==> src/rtl/simd_accum_dsp.sv <==
`default_nettype none
// ============================================================================
//  Module   : simd_accum_dsp
//  Purpose  : SIMD frame accumulator on one DSP48E2-style ALU slice
//             (no multiplier). The 48-bit input is split into 2x24 or 4x12
//             unsigned lanes. Each lane sums one frame of samples modulo
//             2^LW, and the per-lane sums are emitted with a one-cycle valid
//             strobe and the frame length.
//  Options  : define SIMD_ACCUM_OVF_EN to enable sticky per-lane carry-out
//             (wrap) flags on ovf_o. Without it, ovf_o is tied to zero.
//  Revision : 1.0  initial release
// ============================================================================
module simd_accum_dsp #(
  parameter string SIMD  = "TWO24",
  parameter int    NSAMP = 16,
  localparam int   CNTW  = $clog2(NSAMP + 1)
) (
  input  logic            clk_i,
  input  logic            rst_i,
  input  logic [47:0]     dat_i,
  input  logic            valid_i,
  input  logic            last_i,
  output logic [47:0]     dat_o,
  output logic            valid_o,
  output logic [CNTW-1:0] count_o,
  output logic [3:0]      ovf_o
);

  localparam int NLANE = (SIMD == "FOUR12") ? 4 : 2;
  localparam int LW    = 48 / NLANE;

  generate
    if ((SIMD != "TWO24") && (SIMD != "FOUR12")) begin : g_bad_simd
      $error("simd_accum_dsp: SIMD must be TWO24 or FOUR12");
    end
    if ((NSAMP < 1) || (NSAMP > 4096)) begin : g_bad_nsamp
      $error("simd_accum_dsp: NSAMP must be in 1..4096");
    end
  endgenerate

  // --------------------------------------------------------------------------
  // Frame control (fabric)
  // --------------------------------------------------------------------------
  logic            r_first;     // next accepted sample opens a new frame
  logic [CNTW-1:0] r_cnt;       // samples accepted so far in the open frame
  logic [CNTW-1:0] w_num;       // ordinal of the sample currently offered
  logic            w_eof;       // offered sample closes the frame
  logic            r_eof_d1;    // end-of-frame pipe, aligned with the A/B stage
  logic [CNTW-1:0] r_cnt_d1;    // frame length pipe, aligned with the A/B stage

  // Sample ordinal and frame-end decode for the sample on the inputs
  always_comb begin
    w_num = r_first ? CNTW'(1) : (r_cnt + CNTW'(1));
    w_eof = valid_i && (last_i || (w_num == CNTW'(NSAMP)));
  end

  // Frame state, count pipe and output strobe
  always_ff @(posedge clk_i) begin
    if (rst_i) begin
      r_first  <= 1'b1;
      r_cnt    <= '0;
      r_eof_d1 <= 1'b0;
      r_cnt_d1 <= '0;
      valid_o  <= 1'b0;
      count_o  <= '0;
    end else begin
      if (valid_i) begin
        if (w_eof) begin
          r_first <= 1'b1;
          r_cnt   <= '0;
        end else begin
          r_first <= 1'b0;
          r_cnt   <= w_num;
        end
      end
      r_eof_d1 <= w_eof;
      if (w_eof) begin
        r_cnt_d1 <= w_num;
      end
      valid_o <= r_eof_d1;
      if (r_eof_d1) begin
        count_o <= r_cnt_d1;
      end
    end
  end

  // --------------------------------------------------------------------------
  // DSP slice: AREG/BREG/OPMODEREG stage, then the SIMD ALU into PREG.
  // X = A:B, Y = 0, Z = P (accumulate) or 0 (first sample of a frame).
  // --------------------------------------------------------------------------
  logic [47:0] r_ab;       // A:B input registers (CE = valid_i)
  logic        r_zacc;     // registered OPMODE Z-select: 1 = P, 0 = zero
  logic        r_ce_p;     // CEP: valid_i delayed to line up with A/B
  logic [47:0] r_p;        // P register
  logic [47:0] w_p_next;   // SIMD ALU result
  logic [3:0]  w_carry;    // per-lane carry-out (only consumed with flags on)

  // Input and OPMODE registers, then P update. Idle cycles leave P untouched.
  always_ff @(posedge clk_i) begin
    if (rst_i) begin
      r_ab   <= '0;
      r_zacc <= 1'b0;
      r_ce_p <= 1'b0;
      r_p    <= '0;
    end else begin
      if (valid_i) begin
        r_ab   <= dat_i;
        r_zacc <= ~r_first;
      end
      r_ce_p <= valid_i;
      if (r_ce_p) begin
        r_p <= w_p_next;
      end
    end
  end

  // Independent lane adders: carries never propagate into the next lane
  for (genvar k = 0; k < NLANE; k++) begin : g_lane
    logic [LW-1:0] w_z;
    assign w_z = r_zacc ? r_p[k*LW +: LW] : '0;
`ifdef SIMD_ACCUM_OVF_EN
    logic [LW:0] w_sum;
    assign w_sum                 = {1'b0, w_z} + {1'b0, r_ab[k*LW +: LW]};
    assign w_p_next[k*LW +: LW]  = w_sum[LW-1:0];
    assign w_carry[k]            = w_sum[LW];
`else
    assign w_p_next[k*LW +: LW]  = w_z + r_ab[k*LW +: LW];
    assign w_carry[k]            = 1'b0;
`endif
  end

  // Unused lane positions in TWO24 mode carry nothing
  for (genvar k = NLANE; k < 4; k++) begin : g_no_lane
    assign w_carry[k] = 1'b0;
  end

  assign dat_o = r_p;

`ifdef SIMD_ACCUM_OVF_EN
  // --------------------------------------------------------------------------
  // Sticky wrap flags: restart on the frame's Z=0 cycle (keeping that cycle's
  // carry), OR-accumulate afterwards, and snapshot onto ovf_o with valid_o.
  // --------------------------------------------------------------------------
  logic [3:0] r_sticky;
  logic [3:0] w_sticky_next;

  // Next sticky value for the sample entering P this cycle
  always_comb begin
    w_sticky_next = r_zacc ? (r_sticky | w_carry) : w_carry;
  end

  // Sticky accumulation and presentation aligned with the output strobe
  always_ff @(posedge clk_i) begin
    if (rst_i) begin
      r_sticky <= '0;
      ovf_o    <= '0;
    end else begin
      if (r_ce_p) begin
        r_sticky <= w_sticky_next;
      end
      if (r_eof_d1) begin
        ovf_o <= w_sticky_next;
      end
    end
  end
`else
  logic w_carry_unused;
  assign w_carry_unused = |w_carry;
  assign ovf_o          = 4'b0;
`endif

endmodule
`default_nettype wire
==> config.mk <==
export PLATFORM = sky130hd
export DESIGN_NAME = simd_accum_dsp
export DESIGN_NICKNAME = d
export VERILOG_FILES = /design/src/rtl/simd_accum_dsp.sv
export SDC_FILE = /design/constraint.sdc
export NUM_CORES = 1
export LEC_CHECK = 0
export ABC_AREA = 1
export CELL_PAD_IN_SITES_DETAIL_PLACEMENT = 0
export CELL_PAD_IN_SITES_GLOBAL_PLACEMENT = 2
export CORE_MARGIN = 2
export CORE_UTILIZATION = 27
export CTS_BUF_LIST = sky130_fd_sc_hd__clkbuf_4 sky130_fd_sc_hd__clkbuf_8
export CTS_CLUSTER_DIAMETER = 120
export DETAILED_ROUTE_END_ITERATION = 8
export PLACE_DENSITY = 0.87
export RECOVER_POWER = 50
export SLEW_MARGIN = 20
export SYNTH_ARGS = -nofsm -noshare
export SYNTH_HDL_FRONTEND = slang
export SYNTH_SLANG_ARGS = --single-unit
==> constraint.sdc <==
create_clock -name clk_i -period 2 [get_ports clk_i]
set_input_delay 0.2 -clock clk_i [delete_from_list [all_inputs] [get_ports clk_i]]
set_output_delay 0.2 -clock clk_i [all_outputs]
set_load 0.005 [all_outputs]
Word-level counts from Yosys, hierarchy flattened. Cells that the tools add are included.

Register bits after elaboration: 116. Bits of input ports: 52. Output and inout port bits: 58.

$add $sub $neg: 3. Eq/ne operators: 1. Mux-type cells: 5. Bitwise gates (word level): 1. Reduce and logical (&&, ||, !) cells: 2.

Operator list (count): 24-bit adder (2); 24-bit 2-to-1 mux (2); 5-bit 2-to-1 mux (2); 5-bit by 1-bit adder with 5-bit output, second input constant (1); 5-bit equality test, second input constant (1); 1-bit logical AND (1); 1-bit logical OR (1); 1-bit 2-to-1 mux (1); 1-bit inverter (1).

Longest topological paths before layout. Gate-level depths: netlist of the first run.

Depth after elaboration: 6. Depth in mapped cells: 17. Mapped depth without buffers: 15.

Worst setup path before layout of the first run. No wires, ideal clock.

Path type: reg-to-reg. Start: register r_zacc. End: register r_p[12], in the netlist dat_o[12]. Library setup time: 0.113 ns. Arrival: 2.121 ns. Data required time: 1.887 ns. Path slack: -0.234 ns. Stages on the path, launching flop included: 16. Path buffers: 2. Clock period less this slack: 2.234 ns. Cell sequence: dfxtp_1 > clkbuf_1 > buf_1 > nand2_1 > inv_1 > ha_1 > fa_1 > nand2_1 > nand2_1 > nand2_1 > o21ai_2 > nand2_1 > nand2_1 > nor2_1 > o21ai_1 > inv_1.

Longest elaborated chain between the ends: 2.

RTL lines: start: declaration (RTL line 92) `logic r_zacc;`; start signal: assignment (RTL line 108) `r_zacc <= ~r_first;`; 24-bit 2-to-1 mux (RTL line 120) `assign w_z = r_zacc ? r_p[k*LW +: LW] : '0;`; 24-bit adder (RTL line 127) `assign w_p_next[k*LW +: LW] = w_z + r_ab[k*LW +: LW];`; end signal: assignment (RTL line 112) `r_p <= w_p_next;`; end: declaration (RTL line 94) `logic [47:0] r_p;`.

Every way passes these cells. A chain may end at the register's enable or synchronous reset.

Worst setup path after layout of the first run.
Start: register r_zacc. End: register r_p[18], in the netlist dat_o[18].

Same word-level chain as after synthesis.

==> metrics.cfg, run 1 <==
[detailed_routing]
wl_per_cell_um = 13.5
routed_wl_um = 26600
dr.pass1.iters = 5
via_per_inst = 4.36
drc_errors = 0
vias = 8587
dr.first_iter.drc_count = 427
ant_nets = 0

[grt]
gr-total-overflow = 0
grt_pass1_wl_um = 42400
first_global_vias = 8317
grt_use_total_pct = 17.3
grt_max_degree = 60
antenna_found_initial = 0

[floorplan]
start_util_pct = 27.2
dieArea_mm2 = 0.0311
io-pin-count = 110
die_h_um = 176
rows = 63
die_x_um = 176
core_mm2 = 0.0295

[critical_path]
endpoint_kind = flop
arrival_ns = 2.39
crit_type = reg -> reg
crit_top_cell = nand2_1
crit_path_top_delay_cell = dfxtp_4
path_max_fanout = 18
critPathMaxStageDelay_ns = 0.38
worstPathRequired_ns = 2.37
startpoint_type = flop
path_cells = buf_12, nand2_2, inv_2, ha_4, fa_2, buf_4, nand3_1, nand3_2, nand2_2, nand2_1, nand2_1, nand3_1, nand2_1, inv_1

[place]
pre_cts_slack_ns = -0.110
numPlacedInstances = 1923
hpwlAfterDp_um = 19200
place_congestion = 0.826
portBuffers = 105
placed_area_mm2 = 0.0101

[yosys]
synth_area_per_cell_um2 = 5.80
ys.flop_type = dfxtp_1
synth_area_mm2 = 0.00802
synth_seq_area_share_pct = 29.0
postSynthCellCount = 1383
synth_edf_count = 0
yosysMostFrequentCell = nand2_1
yosysUniqueCellTypes = 30
yosysTopAreaCell = dfxtp_1
synthArstFlopShare_pct = 0
ys_seq_elements = 116
netlist_top_cells_area = dfxtp_1 29%, nand2_1 19%, nor2_1 13%
synth_xor_xnor_area_share_pct = 2.18
synthSimpleGateAreaFrac_pct = 38.4
ys_warn_count = 0
synth-compound-area-share_pct = 8.25
yosys.area.top_type_share_pct = 29.0
synth_top_family_by_area = simple AND/OR/NAND/NOR gates
synthAdderAreaFrac_pct = 7.83
synth_mux_area_share_pct = 0
synth.top_cells.by_count = 396 x nand2_1, 278 x nor2_1, 255 x inv_1

[sta]
slew_headroom_pct = 16.8
rsz0062_at_grt = yes
worst_slew_pin_slew_ns = 1.25
setup_slack_ns = -0.0262
final-hold-violation-count = 0
finalClockSkew_ns = 0.0152
slew_viol_final = 0
fin_crit_sh_pct = 101
post-route-min-period_ns = 2.03
max_clock_freq_mhz = 494
setup_viol = 3

[final_layout]
layout.cells.non_filler = 1970
n_antenna_cell = 0
stdcell_area_mm2 = 0.0118
nets = 1668
fill_cells = 3171
drive_gt1_share_pct = 23.7
area_delta_synth_final_pct = 47.2
fin_util_pct = 40.0

[clock_tree]
clock_latency_ns = 0.48
clkSinkCount = 116
cts_root_buf = clkbuf_8
cts_buffers = 17
clockBufferDepth = 2
cts_tree = yes
clk_pin_slew_worst_paths_ns = 0.07
cts-htree-levels = 4

[pwr]
vdd_ir_drop_max_mv = 0.342
design_power_total_mw = 6.30
p_sw_share_pct = 31.0
p_seq_share_pct = 41.3
p_leak_nw = 6.09
comb_power_share_pct = 21.3
p_sw_mw = 1.95
power.share.clock_pct = 37.4
p_int_mw = 4.35
p_per_area_mw_per_mm2 = 534

[hold_path]
hold_class = in -> reg

[job]
cap_violations = 0

[status]
failed_checks = negative setup slack
status = complete, but fails checks

==> power groups by stage <==
stage	Sequential [mW]	Combinational (mW)	Clock (mW)
floorplan	2.59	0.581	0
global placement	2.63	1.11	0
detailed placement	2.62	1.11	0
CTS	2.59	1.26	2.42
global route	2.62	1.50	2.51
finish	2.60	1.34	2.36
==> cell type report <==
class	instances	area (um^2)	area share [%]
multi-input combinational	971	5740	48.6
sequential	116	2330	19.7
timing repair buffer	204	1870	15.9
inverter	257	967	8.19
tap	390	488	4.13
clock buffer	21	283	2.40
clock inverter	11	126	1.07
==> state kept, by name, indices dropped and copies added (netlist names) <==
name      count
r_cnt         5
r_first       1
r_ce_p        1
count_o       5
r_eof_d1      1
r_cnt_d1      5
valid_o       1
r_zacc        1
r_ab         48
dat_o        48
==> worst max-delay path, delay by kind of cell (launching register included) <==
kind | cells | cell delay [ns]
buffers and inverters | 4 | 0.38
and+or+nand+nor | 8 | 0.66
adders and majority gates | 2 | 0.52
DFF | 1 | 0.38
==> placed cells by master, fill, tap and decap left out, drive strengths merged <==
cell type      netlist  routed
dlygate4sd3          0       7
nor2               283     283
nand4               10      10
nor3                 5       5
nand3b               4       4
xor2                18      18
a21oi               37      37
or2                  2       2
a21o                 2       2
o21ai               90      90
ha                  47      47
xnor2                2       2
inv                257     258
clkdlybuf4s50        0      96
fa                   2       2
clkinvlp             0       4
nand2              404     404
clkinv               0       4
conb                 1       4
buf                 17      99
clkbuf              25      23
bufinv               0       2
nand3               61      61
dfxtp              116     116
==> stage by stage <==
step	hold slack [ns]	setup TNS, ns
floorplan	0.335	-0.0109
global placement	0.449	-0.959
detailed placement	0.448	-1.31
CTS	0.176	-0.206
global route	0.194	-2.91
finish	0.199	-0.0515
==> cells by family after synthesis <==
logic type                 after synthesis
and+or+nand+nor                        769
buffers and inverters                  299
AOI/OAI and AO/OA                      129
DFF                                    116
adders and majority gates               49
xor gates and xnor gates                20
other                                    1
==> worst paths after layout <==
kind                       startpoint                        to  slack (ns)  depth (start not counted)
max               r_zacc$_SDFFE_PP0P_    dat_o[18]$_SDFFE_PP0P_       -0.03                         14
min                             rst_i   count_o[2]$_SDFFE_PP0P_        0.20                          4
max reg2reg       r_zacc$_SDFFE_PP0P_    dat_o[18]$_SDFFE_PP0P_       -0.03                         14
min reg2reg  r_cnt_d1[2]$_SDFFE_PP0P_  r_cnt_d1[2]$_SDFFE_PP0P_        0.46                          2
==> layer usage <==
layer | part of all wire, % | global-route usage, %
met2 | 42 | 26.2
met3 | 4.2 | 3.25
met4 | 1.3 | 5.20
met1 | 52 | 24.8
met5 | 0 | 0
==> repair_timing <==
item / in CTS / in global routing
cloned: 2 / 0
hold buffers: 0 / 0
gates resized for setup: 110 / 174
endpoints found under the setup margin: 30 / 40
setup buffers: 7 / 6
pin swaps: 22 / 46
Note: power is estimated with default switching activity, not from simulation.
==> inputs of run 2 (changes only) <==
PLACE_DENSITY = not set   (was 0.87)
PLACE_DENSITY_LB_ADDON = 0.05   (was not set)
==> run 2 against run 1 <==
The flow still finishes with violations (negative setup slack). Combinational power up 7%. Register-to-register slack lost 0.07 ns. Wire length grew 9.3%. Total power down 1.3%. Clock skew grew 0.0025 ns. Maximum frequency fell by 3.5%. Core utilization grew 2.1 points. Critical path depth increased by 1. Critical path type unchanged.
==> metrics.cfg, run 2 (same netlist as run 1, synthesis figures left out) <==
[clock_tree]
cts_root_buf = clkbuf_8  ; unchanged
cts-htree-levels = 4  ; unchanged
clock_latency_ns = 0.46  ; was 0.48 ns
clkSinkCount = 116  ; unchanged
cts_buffers = 17  ; unchanged
clockBufferDepth = 2  ; unchanged
clk_pin_slew_worst_paths_ns = 0.08  ; was 0.07 ns
cts_tree = yes  ; unchanged
holdBufCountCts = 0  ; unchanged

[pwr]
design_power_total_mw = 6.22  ; was 6.30 mW
p_per_area_mw_per_mm2 = 501  ; was 534 mW/mm^2
vdd_ir_drop_max_mv = 0.406  ; was 0.342 mV
p_leak_nw = 6.40  ; was 6.09 nW

[critical_path]
reg2reg_depth = 15  ; was 14
crit_cells = 15  ; was 14
path_cells = buf_12, nand2_4, inv_2, ha_4, fa_2, buf_4, buf_4, nand3_4, nand3_4, nand2_4, nand2_1, nand2_1, nand3_1, nand2_1, inv_1  ; was buf_12, nand2_2, inv_2, ha_4, fa_2, buf_4, nand3_1, nand3_2, nand2_2, nand2_1, nand2_1, nand3_1, nand2_1, inv_1
arrival_ns = 2.46  ; was 2.39 ns
crit_type = reg -> reg  ; unchanged
worstPathRequired_ns = 2.36  ; was 2.37 ns
critPathMaxStageDelay_ns = 0.42  ; was 0.38 ns
endpoint_kind = flop  ; unchanged
r2r_end = dat_o[18]$_SDFFE_PP0P_  ; unchanged
path_buf_inv = 5  ; was 4
path_max_fanout = 8  ; was 18
crit_path_top_delay_cell = dfxtp_4  ; unchanged
crit_top_cell = nand2_1  ; unchanged
cpLargestDelayFamily = simple AND/OR/NAND/NOR gates  ; unchanged
rrSetupSlack_ns = -0.1  ; was -0.03 ns
r2r-start = r_zacc$_SDFFE_PP0P_  ; unchanged
startpoint_type = flop  ; unchanged

[job]
cap_violations = 0  ; unchanged

[hold_path]
hold_start = valid_i  ; was rst_i
hold_path_end = r_cnt[1]$_SDFFE_PP0P_  ; was count_o[2]$_SDFFE_PP0P_
hold_path_depth = 4  ; unchanged
hold_class = in -> reg  ; unchanged

[final_layout]
final_cell_mix = 279 x nand2_1, 245 x nor2_1, 219 x inv_1  ; was 318 x nand2_1, 248 x nor2_1, 223 x inv_1
mostFrequentLayoutCell = nand2_1  ; unchanged
fin_util_pct = 42.1  ; was 40.0%
area_delta_synth_final_pct = 54.8  ; was 47.2%
stdcell_area_mm2 = 0.0124  ; was 0.0118 mm^2
fill_cells = 3241  ; was 3171
nets = 1709  ; was 1668
n_antenna_cell = 0  ; unchanged
drive_gt1_share_pct = 29.0  ; was 23.7%

[sta]
whs_ns = 0.267  ; was 0.199 ns
finalClockSkew_ns = 0.0177  ; was 0.0152 ns
max_clock_freq_mhz = 476  ; was 494 MHz
final-hold-violation-count = 0  ; unchanged
setup_slack_ns = -0.0997  ; was -0.0262 ns
fin_crit_sh_pct = 105  ; was 101%
setup_viol = 25  ; was 3
slew_viol_final = 0  ; unchanged
rsz0062_at_grt = yes  ; unchanged
worst_slew_pin_slew_ns = 0.822  ; was 1.25 ns
slew_headroom_pct = 45.2  ; was 16.8%
post-route-min-period_ns = 2.10  ; was 2.03 ns

[detailed_routing]
dr.pass1.iters = 4  ; was 5
routed_wl_um = 29000  ; was 26600 um
vias = 8576  ; was 8587
drc_errors = 0  ; unchanged
dr.first_iter.drc_count = 293  ; was 427
ant_nets = 0  ; unchanged
wl_per_cell_um = 14.4  ; was 13.5 um
via_per_inst = 4.26  ; was 4.36

[grt]
first_global_vias = 8159  ; was 8317
grt_max_degree = 60  ; unchanged
gr-usage-met3_pct = 3.19  ; was 3.25%
grt_use_met2_pct = 27.2  ; was 26.2%
gr-total-overflow = 0  ; unchanged
busiest_layer = met1  ; was met2
gr-usage-met1_pct = 28.5  ; was 24.8%
grt_use_total_pct = 18.7  ; was 17.3%
grt_pass1_wl_um = 45100  ; was 42400 um
antenna_found_initial = 0  ; unchanged

[floorplan]
die_x_um = 176  ; unchanged
rows = 63  ; unchanged
io-pin-count = 110  ; unchanged
die_h_um = 176  ; unchanged
dieArea_mm2 = 0.0311  ; unchanged
core_mm2 = 0.0295  ; unchanged
start_util_pct = 27.2  ; unchanged

[status]
failed_checks = negative setup slack  ; unchanged
status = complete, but fails checks  ; unchanged

[place]
portBuffers = 105  ; unchanged
placed_area_mm2 = 0.0103  ; was 0.0101 mm^2
place_congestion = 0.794  ; was 0.826
hpwlAfterDp_um = 21300  ; was 19200 um

-- run 2: cell types whose count changed in the layout (fill, tap and decap cells not counted), moves of 4 or more --
cell,previous run,this run
a21oi_1,22,17
buf_4,91,116
buf_6,1,12
clkdlybuf4s50_1,96,103
dlygate4sd3_1,7,0
inv_1,223,219
nand2_1,318,279
nand2_2,65,93
nand2_4,21,32
nand3_1,47,42
nand3_4,1,8
-- run 2: worst reg2reg max path, delay by kind of cell (launching register included) --
family | cells | cell delay (ns)
buffers and inverters | 5 | 0.52
adders and majority gates | 2 | 0.52
and+or+nand+nor | 8 | 0.54
DFF | 1 | 0.42
-- run 2: routing by layer --
metal / vias to the layer above / part of all wire, %
li1: 4609 / -
met1: 3835 / 56
met2: 122 / 41
met3: 10 / 3.1
met4: 0 / 0.71
met5: - / 0
-- run 2: final cells by class --
cell class / instances / area, um^2 / share of cell area [%]
clock inverter: 14 / 128 / 1.03
timing repair buffer: 245 / 2240 / 18.0
clock buffer: 18 / 248 / 2.00
multi-input combinational: 971 / 6020 / 48.4
sequential: 116 / 2330 / 18.7
tap: 390 / 488 / 3.93
inverter: 257 / 970 / 7.81
-- run 2: what timing repair did --
item | CTS | global route
resized for setup | 134 | 246
setup endpoints to repair | 36 | 41
pin swaps | 29 | 89
setup buffers | 8 | 14
cloned | 2 | 2
-- run 2: where the power goes --
part	internal [mW]	switching, mW	total (mW)
clock network	1.02	1.14	2.17
logic	0.737	0.706	1.44
registers	2.45	0.157	2.61
-- run 2: how the worst max path moves through the flow --
stage | startpoint | endpoint | slack, ns
floorplan | r_zacc$_SDFFE_PP0P_ | dat_o[14]$_SDFFE_PP0P_ | -0.008
global placement | r_zacc$_SDFFE_PP0P_ | dat_o[20]$_SDFFE_PP0P_ | -0.34
detailed placement | r_zacc$_SDFFE_PP0P_ | dat_o[20]$_SDFFE_PP0P_ | -0.28
CTS | r_zacc$_SDFFE_PP0P_ | dat_o[20]$_SDFFE_PP0P_ | -0.16
global route | r_zacc$_SDFFE_PP0P_ | dat_o[47]$_SDFFE_PP0P_ | -0.23
finish | r_zacc$_SDFFE_PP0P_ | dat_o[18]$_SDFFE_PP0P_ | -0.1
-- run 2: per-stage QoR --
stage	setup slack (ns)	setup TNS (ns)	std cells
after floorplan	-0.00830	-0.0109	1386
after CTS	-0.164	-1.84	1998
final	-0.0997	-1.24	2011
after detailed placement	-0.277	-2.76	1956
after global routing	-0.233	-5.78	2011
after global placement	-0.337	-2.72	1956
